## config.mk

```make
export PLATFORM = sky130hd
export DESIGN_NAME = seg7_scan_reader
export DESIGN_NICKNAME = d
export VERILOG_FILES = /design/src/rtl/seg7_scan_reader.sv
export SDC_FILE = /design/constraint.sdc
export NUM_CORES = 1
export LEC_CHECK = 0
export ABC_AREA = 1
export BUFFER_PORTS_ARGS = -buffer_cell sky130_fd_sc_hd__buf_2
export CORE_MARGIN = 3
export CORE_UTILIZATION = 64
export DETAILED_ROUTE_END_ITERATION = 16
export HOLD_SLACK_MARGIN = 0.03
export MAX_ROUTING_LAYER = met4
export PLACE_DENSITY = 0.95
export SKIP_CTS_REPAIR_TIMING = 1
export SYNTH_ARGS = -nofsm -noshare
export SYNTH_HDL_FRONTEND = slang
export SYNTH_SLANG_ARGS = --single-unit
```

## constraint.sdc

```tcl
create_clock -name clk -period 3.85 [get_ports clk]
set_clock_uncertainty 0.05 [all_clocks]
set_input_delay 0.77 -clock clk [delete_from_list [all_inputs] [get_ports clk]]
set_output_delay 0.77 -clock clk [all_outputs]
set_load 0.1 [all_outputs]
```

## src/rtl/seg7_scan_reader.sv

```systemverilog
// Reads back a time-multiplexed 4-digit 7-segment drive and rebuilds the
// 16-bit word plus digit-0 dot, strobing once per completed 4-digit frame.
module seg7_scan_reader #(
    parameter int SETTLE         = 2,
    parameter bit SEG_ACTIVE_LOW = 1'b1
) (
    input  logic        clk,
    input  logic        reset,
    input  logic [6:0]  seg,
    input  logic        dp,
    input  logic [3:0]  dig_sel,
    output logic [15:0] word,
    output logic        ovf,
    output logic        word_valid,
    output logic        frame_err,
    output logic        changed
);

    localparam logic [1:0] S_IDLE   = 2'd0;
    localparam logic [1:0] S_SETTLE = 2'd1;
    localparam logic [1:0] S_HOLD   = 2'd2;

    localparam logic [3:0] SETTLE_MAX = 4'(SETTLE);
    localparam logic [3:0] CAP_CNT    = 4'(SETTLE - 1);

    logic [6:0]  seg_h;
    logic        dp_h;
    logic [3:0]  prev_sel;
    logic [6:0]  prev_seg;
    logic        prev_dp;
    logic [3:0]  stable_cnt;
    logic [1:0]  state, state_nxt;
    logic [3:0]  mask, mask_nxt;
    logic [3:0]  err_mask, err_nxt;
    logic [15:0] staging;
    logic        dp_lat;
    logic        same, one_hot, capture, complete;
    logic [1:0]  idx;
    logic [3:0]  nib;
    logic        nib_ok;

    assign seg_h = SEG_ACTIVE_LOW ? ~seg : seg;
    assign dp_h  = SEG_ACTIVE_LOW ? ~dp  : dp;

    assign same     = (dig_sel == prev_sel) && (seg_h == prev_seg) && (dp_h == prev_dp);
    assign one_hot  = (dig_sel != 4'd0) && ((dig_sel & (dig_sel - 4'd1)) == 4'd0);
    // Counter hits SETTLE on this edge, so the sample lands SETTLE cycles after the change.
    assign capture  = (state == S_SETTLE) && one_hot && same && (stable_cnt >= CAP_CNT);
    assign complete = (mask == 4'hF);

    always_comb begin
        idx = 2'd0;
        case (dig_sel)
            4'b0010: idx = 2'd1;
            4'b0100: idx = 2'd2;
            4'b1000: idx = 2'd3;
            default: idx = 2'd0;
        endcase
    end

    always_comb begin
        nib    = 4'h0;
        nib_ok = 1'b1;
        case (seg_h)
            7'h3F: nib = 4'h0;
            7'h06: nib = 4'h1;
            7'h5B: nib = 4'h2;
            7'h4F: nib = 4'h3;
            7'h66: nib = 4'h4;
            7'h6D: nib = 4'h5;
            7'h7D: nib = 4'h6;
            7'h07: nib = 4'h7;
            7'h7F: nib = 4'h8;
            7'h6F: nib = 4'h9;
            7'h77: nib = 4'hA;
            7'h7C: nib = 4'hB;
            7'h39: nib = 4'hC;
            7'h5E: nib = 4'hD;
            7'h79: nib = 4'hE;
            7'h71: nib = 4'hF;
            default: nib_ok = 1'b0;
        endcase
    end

    always_comb begin
        state_nxt = state;
        case (state)
            S_IDLE:   if (one_hot) state_nxt = S_SETTLE;
            S_SETTLE: begin
                if (!one_hot)     state_nxt = S_IDLE;
                else if (capture) state_nxt = S_HOLD;
            end
            S_HOLD: begin
                if (!one_hot)   state_nxt = S_IDLE;
                else if (!same) state_nxt = S_SETTLE;
            end
            default: state_nxt = S_IDLE;
        endcase
    end

    // A non-one-hot select breaks the frame; completion and capture never coincide.
    always_comb begin
        mask_nxt = mask;
        err_nxt  = err_mask;
        if (!one_hot) begin
            mask_nxt = 4'd0;
            err_nxt  = 4'd0;
        end else begin
            if (complete) begin
                mask_nxt = 4'd0;
                err_nxt  = 4'd0;
            end
            if (capture) begin
                mask_nxt[idx] = 1'b1;
                err_nxt[idx]  = ~nib_ok;
            end
        end
    end

    always_ff @(posedge clk or negedge reset) begin
        if (!reset) begin
            prev_sel   <= 4'd0;
            prev_seg   <= 7'd0;
            prev_dp    <= 1'b0;
            stable_cnt <= 4'd0;
            state      <= S_IDLE;
            mask       <= 4'd0;
            err_mask   <= 4'd0;
            staging    <= 16'd0;
            dp_lat     <= 1'b0;
            word       <= 16'd0;
            ovf        <= 1'b0;
            word_valid <= 1'b0;
            frame_err  <= 1'b0;
            changed    <= 1'b0;
        end else begin
            prev_sel <= dig_sel;
            prev_seg <= seg_h;
            prev_dp  <= dp_h;
            if (!same)
                stable_cnt <= 4'd0;
            else if (stable_cnt < SETTLE_MAX)
                stable_cnt <= stable_cnt + 4'd1;
            state    <= state_nxt;
            mask     <= mask_nxt;
            err_mask <= err_nxt;
            if (capture) begin
                staging[4*idx +: 4] <= nib_ok ? nib : 4'h0;
                if (idx == 2'd0)
                    dp_lat <= dp_h;
            end
            word_valid <= 1'b0;
            changed    <= 1'b0;
            if (complete) begin
                word       <= staging;
                ovf        <= dp_lat;
                frame_err  <= |err_mask;
                word_valid <= 1'b1;
                changed    <= ({dp_lat, staging} != {ovf, word});
            end
        end
    end

endmodule

```

==> results of run 1 <==
-- per-layer routing --
metal  vias up  global-route usage  wire, µm
met1      1458               0.310      3090
met5         -                   -         0
met3        30              0.0706       469
li1       1532                   -         -
met2       106               0.464      3780
met4         0               0.132       292
-- cell usage after synthesis, types with 2 or more instances --
| cell | count |
|---|---|
| nand2_2 | 6 |
| nor3_1 | 5 |
| nand3_1 | 27 |
| or2_2 | 2 |
| nor2_1 | 48 |
| nand3b_1 | 7 |
| o21ai_0 | 6 |
| inv_1 | 37 |
| clkbuf_1 | 2 |
| nor2_8 | 2 |
| xnor2_1 | 11 |
| nand2_1 | 186 |
| dfrtp_1 | 63 |
| ha_1 | 10 |
| nand4_1 | 6 |
| nor2_2 | 4 |
| nor2_4 | 4 |
| inv_2 | 13 |
| xor2_1 | 6 |
| a21oi_1 | 10 |
-- cell families after synthesis --
group,count (synthesis)
xor+xnor,17
fa+ha+maj,10
flops,63
compound gates,20
simple gates,303
buf+inv,55
-- worst paths after layout --
kind	start	endpoint	slack, ns	cells past startpoint
worst max-delay path	dig_sel[2]	staging[2]	1.45	11
max in group asynchronous	reset	state[0]	2.56	2
worst min-delay path	reset	word[2]	0.29	1
min in group clk	state[0]	state[1]	0.40	1
worst min register to register	state[0]	state[1]	0.40	1
worst max register to register	prev_seg[6]	staging[12]	2.09	12
-- cell type report --
cell class / instances / area [µm²]
sequential: 63 / 1580
timing repair buffer: 35 / 180
fill: 414 / 1260
inverter: 51 / 196
multi-input combinational: 350 / 1750
clock inverter: 4 / 47.5
clock buffer: 10 / 138
tap: 70 / 87.6
-- power groups by stage --
stage	Combinational [mW]	Clock (mW)	Sequential, mW
2_1_floorplan	0.0741	0	0.686
3_3_place_gp	0.114	0	0.686
3_5_place_dp	0.118	0	0.687
4_1_cts	0.119	0.561	0.674
5_1_grt	0.137	0.591	0.675
6_report	0.119	0.557	0.674
-- sequential cells by signal (all words and copies together), names as in the netlist --
register / cells
word_valid: 1
err_mask: 4
frame_err: 1
stable_cnt: 4
state: 2
prev_dp: 1
prev_seg: 7
staging: 16
dp_lat: 1
changed: 1
ovf: 1
mask: 4
word: 16
prev_sel: 4
-- critical path, cell delays in order --
cell and delay, ns:
buf_2 0.13, nor2_1 0.09, o21ai_0 0.07, a21oi_1 0.36, inv_1 0.27, ha_1 0.43
inv_1 0.16, nand2_1 0.07, inv_1 0.13, nand3_1 0.09, nand2_1 0.07
==> results.json, run 1 <==
{
  "rsz0062_at_grt": "no",
  "wl_per_cell_um": 13.1,
  "hold-worst-slack_ns": 0.294,
  "final_cell_mix": "nand2_1, dfrtp_1, nor2_1, inv_1, buf_2",
  "area_growth_pct": 12.0,
  "ir_drop_uv": 213,
  "seq_power_share": 0.499,
  "ys_seq_area_frac": 0.444,
  "required_ns": 4.09,
  "num_vias": 3126,
  "p_clk_frac": 0.412,
  "drt_iter0_drc": 164,
  "cts_max_level": 3,
  "fin_crit_sh": 0.623,
  "antenna_found_initial": 0,
  "cts_buffers": 9,
  "fin_ws_ns": 1.45,
  "hold_viol_final": 0,
  "slew_violations": 0,
  "gr-total-overflow": 0,
  "p_leak_nw": 2.28,
  "cellPowerDensity_nw_per_um2": 339,
  "slew_headroom": 0.573,
  "synthMuxAreaShare": 0,
  "cts_tree": "built",
  "finalSetupTns_ns": 0,
  "diodes": 0,
  "synth-adder-area-share": 0.0352,
  "design.die.area_um2": 6480,
  "hp-class": "in -> async",
  "drc": 0,
  "synthesis.nets": 492,
  "grt_max_degree": 46,
  "synth_top_family_by_area": "simple AND/OR/NAND/NOR gates",
  "finalInstanceArea_um2": 3980,
  "synth.area.top_cells": "dfrtp_1, nand2_1, nor2_1",
  "ys_types": 33,
  "detailed_place_hpwl_um": 5780,
  "internal_power_mw": 1.01,
  "finalNonFillerCells": 583,
  "die_w_um": 80.5,
  "port_buffers": 33,
  "fmax_mhz": 417,
  "ys_seq_elements": 63,
  "fin_nets": 534,
  "setup_viol": 0,
  "outcome": "completed",
  "initial_core_util": 0.678,
  "final_common_cell": "nand2_1",
  "cts_sinks": 63,
  "grt_pass1_vias": 3042,
  "synth_simple_gate_area_frac": 0.386,
  "dpl_worst_slack_ns": 1.14,
  "fin_crit_ns": 2.40,
  "die_y_um": 80.5,
  "grt_pass1_wl_um": 13300,
  "async_flop_share": 1.00,
  "power_switching_mw": 0.342,
  "fin_util": 0.760,
  "switching_share": 0.253,
  "core-area_um2": 5240,
  "arrival_ns": 2.64,
  "routabilityCongestion": 0.928,
  "synthXorXnorAreaFrac": 0.0419,
  "synth_top_area_share": 0.444,
  "yosysTopAreaCell": "dfrtp_1",
  "drt_first_pass_iters": 5,
  "crit_type": "in -> reg",
  "cp-start-kind": "input port",
  "drive_above_1_share": 0.166,
  "avgSynthCellArea_um2": 7.59,
  "dp.cells": 569,
  "track_usage": 0.277,
  "clock_latency_ns": 0.35,
  "synth-edff-count": 0,
  "wirelength_um": 7630,
  "combPwrFrac": 0.088,
  "num_rows": 26,
  "place_area_um2": 3790,
  "vias_per_cell": 5.36,
  "netlist_area_um2": 3550,
  "io_pins": 34,
  "drv_cap": 0,
  "synthCells": 468,
  "path_clk_slew_ns": 0.07,
  "end_kind": "register",
  "synth_compound_area_frac": 0.0306,
  "synth_ff_type": "dfrtp_1",
  "tightest_slew_ns": 0.641,
  "cts_buffer_depth": 2,
  "cp_max_fo": 9,
  "ant_nets": 0,
  "synth_warnings": 0,
  "total_power_mw": 1.35,
  "cts-root-buf": "clkbuf_8"
}
Note: power is estimated with default switching activity, not from simulation.
==> run 2: changes to the inputs <==
--- a/config.mk
+++ b/config.mk
@@ -8,11 +8,11 @@
 export ABC_AREA = 1
 export BUFFER_PORTS_ARGS = -buffer_cell sky130_fd_sc_hd__buf_2
 export CORE_MARGIN = 3
-export CORE_UTILIZATION = 64
+export CORE_UTILIZATION = 54
 export DETAILED_ROUTE_END_ITERATION = 16
 export HOLD_SLACK_MARGIN = 0.03
 export MAX_ROUTING_LAYER = met4
-export PLACE_DENSITY = 0.95
+export PLACE_DENSITY = 0.89
 export SKIP_CTS_REPAIR_TIMING = 1
 export SYNTH_ARGS = -nofsm -noshare
 export SYNTH_HDL_FRONTEND = slang
==> constraint.sdc (replaced) <==
create_clock -name clk -period 2.1 [get_ports clk]
set_clock_uncertainty 0.05 [all_clocks]
set_input_delay 0.42 -clock clk [delete_from_list [all_inputs] [get_ports clk]]
set_output_delay 0.42 -clock clk [all_outputs]
set_load 0.1 [all_outputs]
==> results.json, run 2 (synthesis gave the netlist of run 1 again) <==
{
  "outcome": "completed",
  "cellPowerDensity_nw_per_um2": 597,
  "antenna_found_initial": 0,
  "cts_buffers": 9,
  "grt_pass1_wl_um": 13100,
  "final_cell_mix": "nand2_1, dfrtp_1, nor2_1, inv_1, buf_2",
  "finalNonFillerCells": 592,
  "grt_pass1_vias": 3011,
  "drt_iter0_drc": 251,
  "initial_core_util": 0.579,
  "p_leak_nw": 2.28,
  "ant_nets": 0,
  "die_y_um": 87.1,
  "wirelength_um": 7460,
  "fmax_mhz": 571,
  "die_w_um": 87.1,
  "fin_crit_ns": 1.75,
  "core-area_um2": 6130,
  "fin_crit_sh": 0.834,
  "crit_top_cell": "nand2_1",
  "clock_latency_ns": 0.34,
  "cp_max_fo": 4,
  "cts_buffer_depth": 2,
  "cts_sinks": 63,
  "fillers": 507,
  "setup_viol": 0,
  "gr-total-overflow": 0,
  "end_kind": "register",
  "path_clk_slew_ns": 0.07,
  "power_switching_mw": 0.674,
  "track_usage": 0.225,
  "switching_share": 0.282,
  "cp_top_family": "simple AND/OR/NAND/NOR gates",
  "area_growth_pct": 12.7,
  "p_clk_frac": 0.390,
  "fin_nets": 536,
  "drt_first_pass_iters": 5,
  "combPwrFrac": 0.093,
  "seq_power_share": 0.517,
  "ir_drop_uv": 456,
  "worstPathCellList": "inv_1, nand2_1, nand2_1, nand2_1, nor2_1, nand2_1, nor2_1, nand2_1, nor2_1, nand2_1, nand2_1, nand2_1",
  "diodes": 0,
  "port_buffers": 33,
  "required_ns": 2.28,
  "detailed_place_hpwl_um": 5510,
  "dp.cells": 576,
  "drc": 0,
  "top_regs": "staging: 16 flops, word: 16 flops, prev_seg: 7 flops",
  "io_pins": 34,
  "grt_max_degree": 64,
  "cts_tree": "built",
  "cp-start-kind": "register",
  "final_common_cell": "nand2_1",
  "cpPeakStageDelay_ns": 0.39,
  "crit_buf_inv": 1,
  "drv_cap": 0,
  "arrival_ns": 1.93,
  "finalSetupTns_ns": 0,
  "design.die.area_um2": 7590,
  "cts-root-buf": "clkbuf_8",
  "rsz0062_at_grt": "no",
  "r2r_slack_ns": 0.35,
  "crit_path_top_delay_cell": "dfrtp_1",
  "tightest_slew_ns": 0.648,
  "cts_max_level": 3,
  "hold_viol_final": 0,
  "slew_violations": 0,
  "slew_headroom": 0.567,
  "drive_above_1_share": 0.172,
  "wl_per_cell_um": 12.6,
  "vias_per_cell": 5.21,
  "routabilityCongestion": 0.917,
  "hp-class": "in -> async",
  "crit_type": "reg -> reg",
  "num_rows": 28,
  "num_vias": 3086,
  "hold-worst-slack_ns": 0.0258,
  "internal_power_mw": 1.72
}
[run 2: changes by cell type in the layout (fill, tap and decap cells not counted), sizes merged]
cell / before / now
bufinv: 1 / 0
buf: 35 / 37
clkbuf: 10 / 9
clkinvlp: 1 / 3
clkinv: 2 / 4
[run 2: area by class of cell]
class / instances / area, µm² / share of cell area
inverters: 51 / 196 / 0.0491
clock buffers: 9 / 124 / 0.0309
repair buffers: 37 / 208 / 0.0519
well taps: 75 / 93.8 / 0.0234
flip-flops and latches: 63 / 1580 / 0.394
clock inverters: 7 / 50.0 / 0.0125
multi-input cells: 350 / 1750 / 0.438
[run 2: worst paths after layout]
kind | startpoint | endpoint | cells after the start
setup reg to reg | prev_seg[0] | staging[4] | 12
max in group asynchronous | reset | prev_sel[0] | 2
setup / recovery | prev_seg[0] | staging[4] | 12
hold reg to reg | state[0] | state[1] | 1
min in group clk | dig_sel[1] | prev_sel[1] | 1
hold / removal | reset | word[0] | 2
[run 2: worst register-to-register path, stage by stage (launching register included)]
cell and delay (ns):
dfrtp_1 0.39, inv_1 0.07, nand2_1 0.05, nand2_1 0.08, nand2_1 0.05, nor2_1 0.11, nand2_1 0.06, nor2_1 0.17
nand2_1 0.08, nor2_1 0.20, nand2_1 0.16, nand2_1 0.10, nand2_1 0.06
[run 2: power groups by stage]
| stage | clock network [mW] | registers (mW) | logic (mW) |
|---|---|---|---|
| 2_1_floorplan | 0 | 1.26 | 0.136 |
| 3_3_place_gp | 0 | 1.26 | 0.215 |
| 3_5_place_dp | 0 | 1.26 | 0.223 |
| 4_1_cts | 0.956 | 1.24 | 0.224 |
| 5_1_grt | 1.00 | 1.24 | 0.255 |
| 6_report | 0.933 | 1.24 | 0.223 |
[run 2: per-stage QoR]
step | instance area (µm²) | worst slack, ns | utilization | total power [mW]
4_1_cts | 4000 | 0.332 | 0.653 | 2.42
3_5_place_dp | 3830 | 0.0816 | 0.624 | 1.48
2_1_floorplan | 3550 | 0.146 | - | 1.39
5_1_grt | 4000 | 0.197 | 0.653 | 2.49
3_3_place_gp | 3830 | 0.136 | 0.624 | 1.47
6_report | 4000 | 0.349 | 0.653 | 2.39
[run 2: routing by layer]
| layer | GRT usage | vias up | share of wire |
|---|---|---|---|
| met5 | - | - | 0 |
| met4 | 0.0907 | 0 | 0.024 |
| met3 | 0.0558 | 22 | 0.059 |
| met2 | 0.362 | 107 | 0.48 |
| met1 | 0.272 | 1411 | 0.43 |
| li1 | - | 1546 | - |
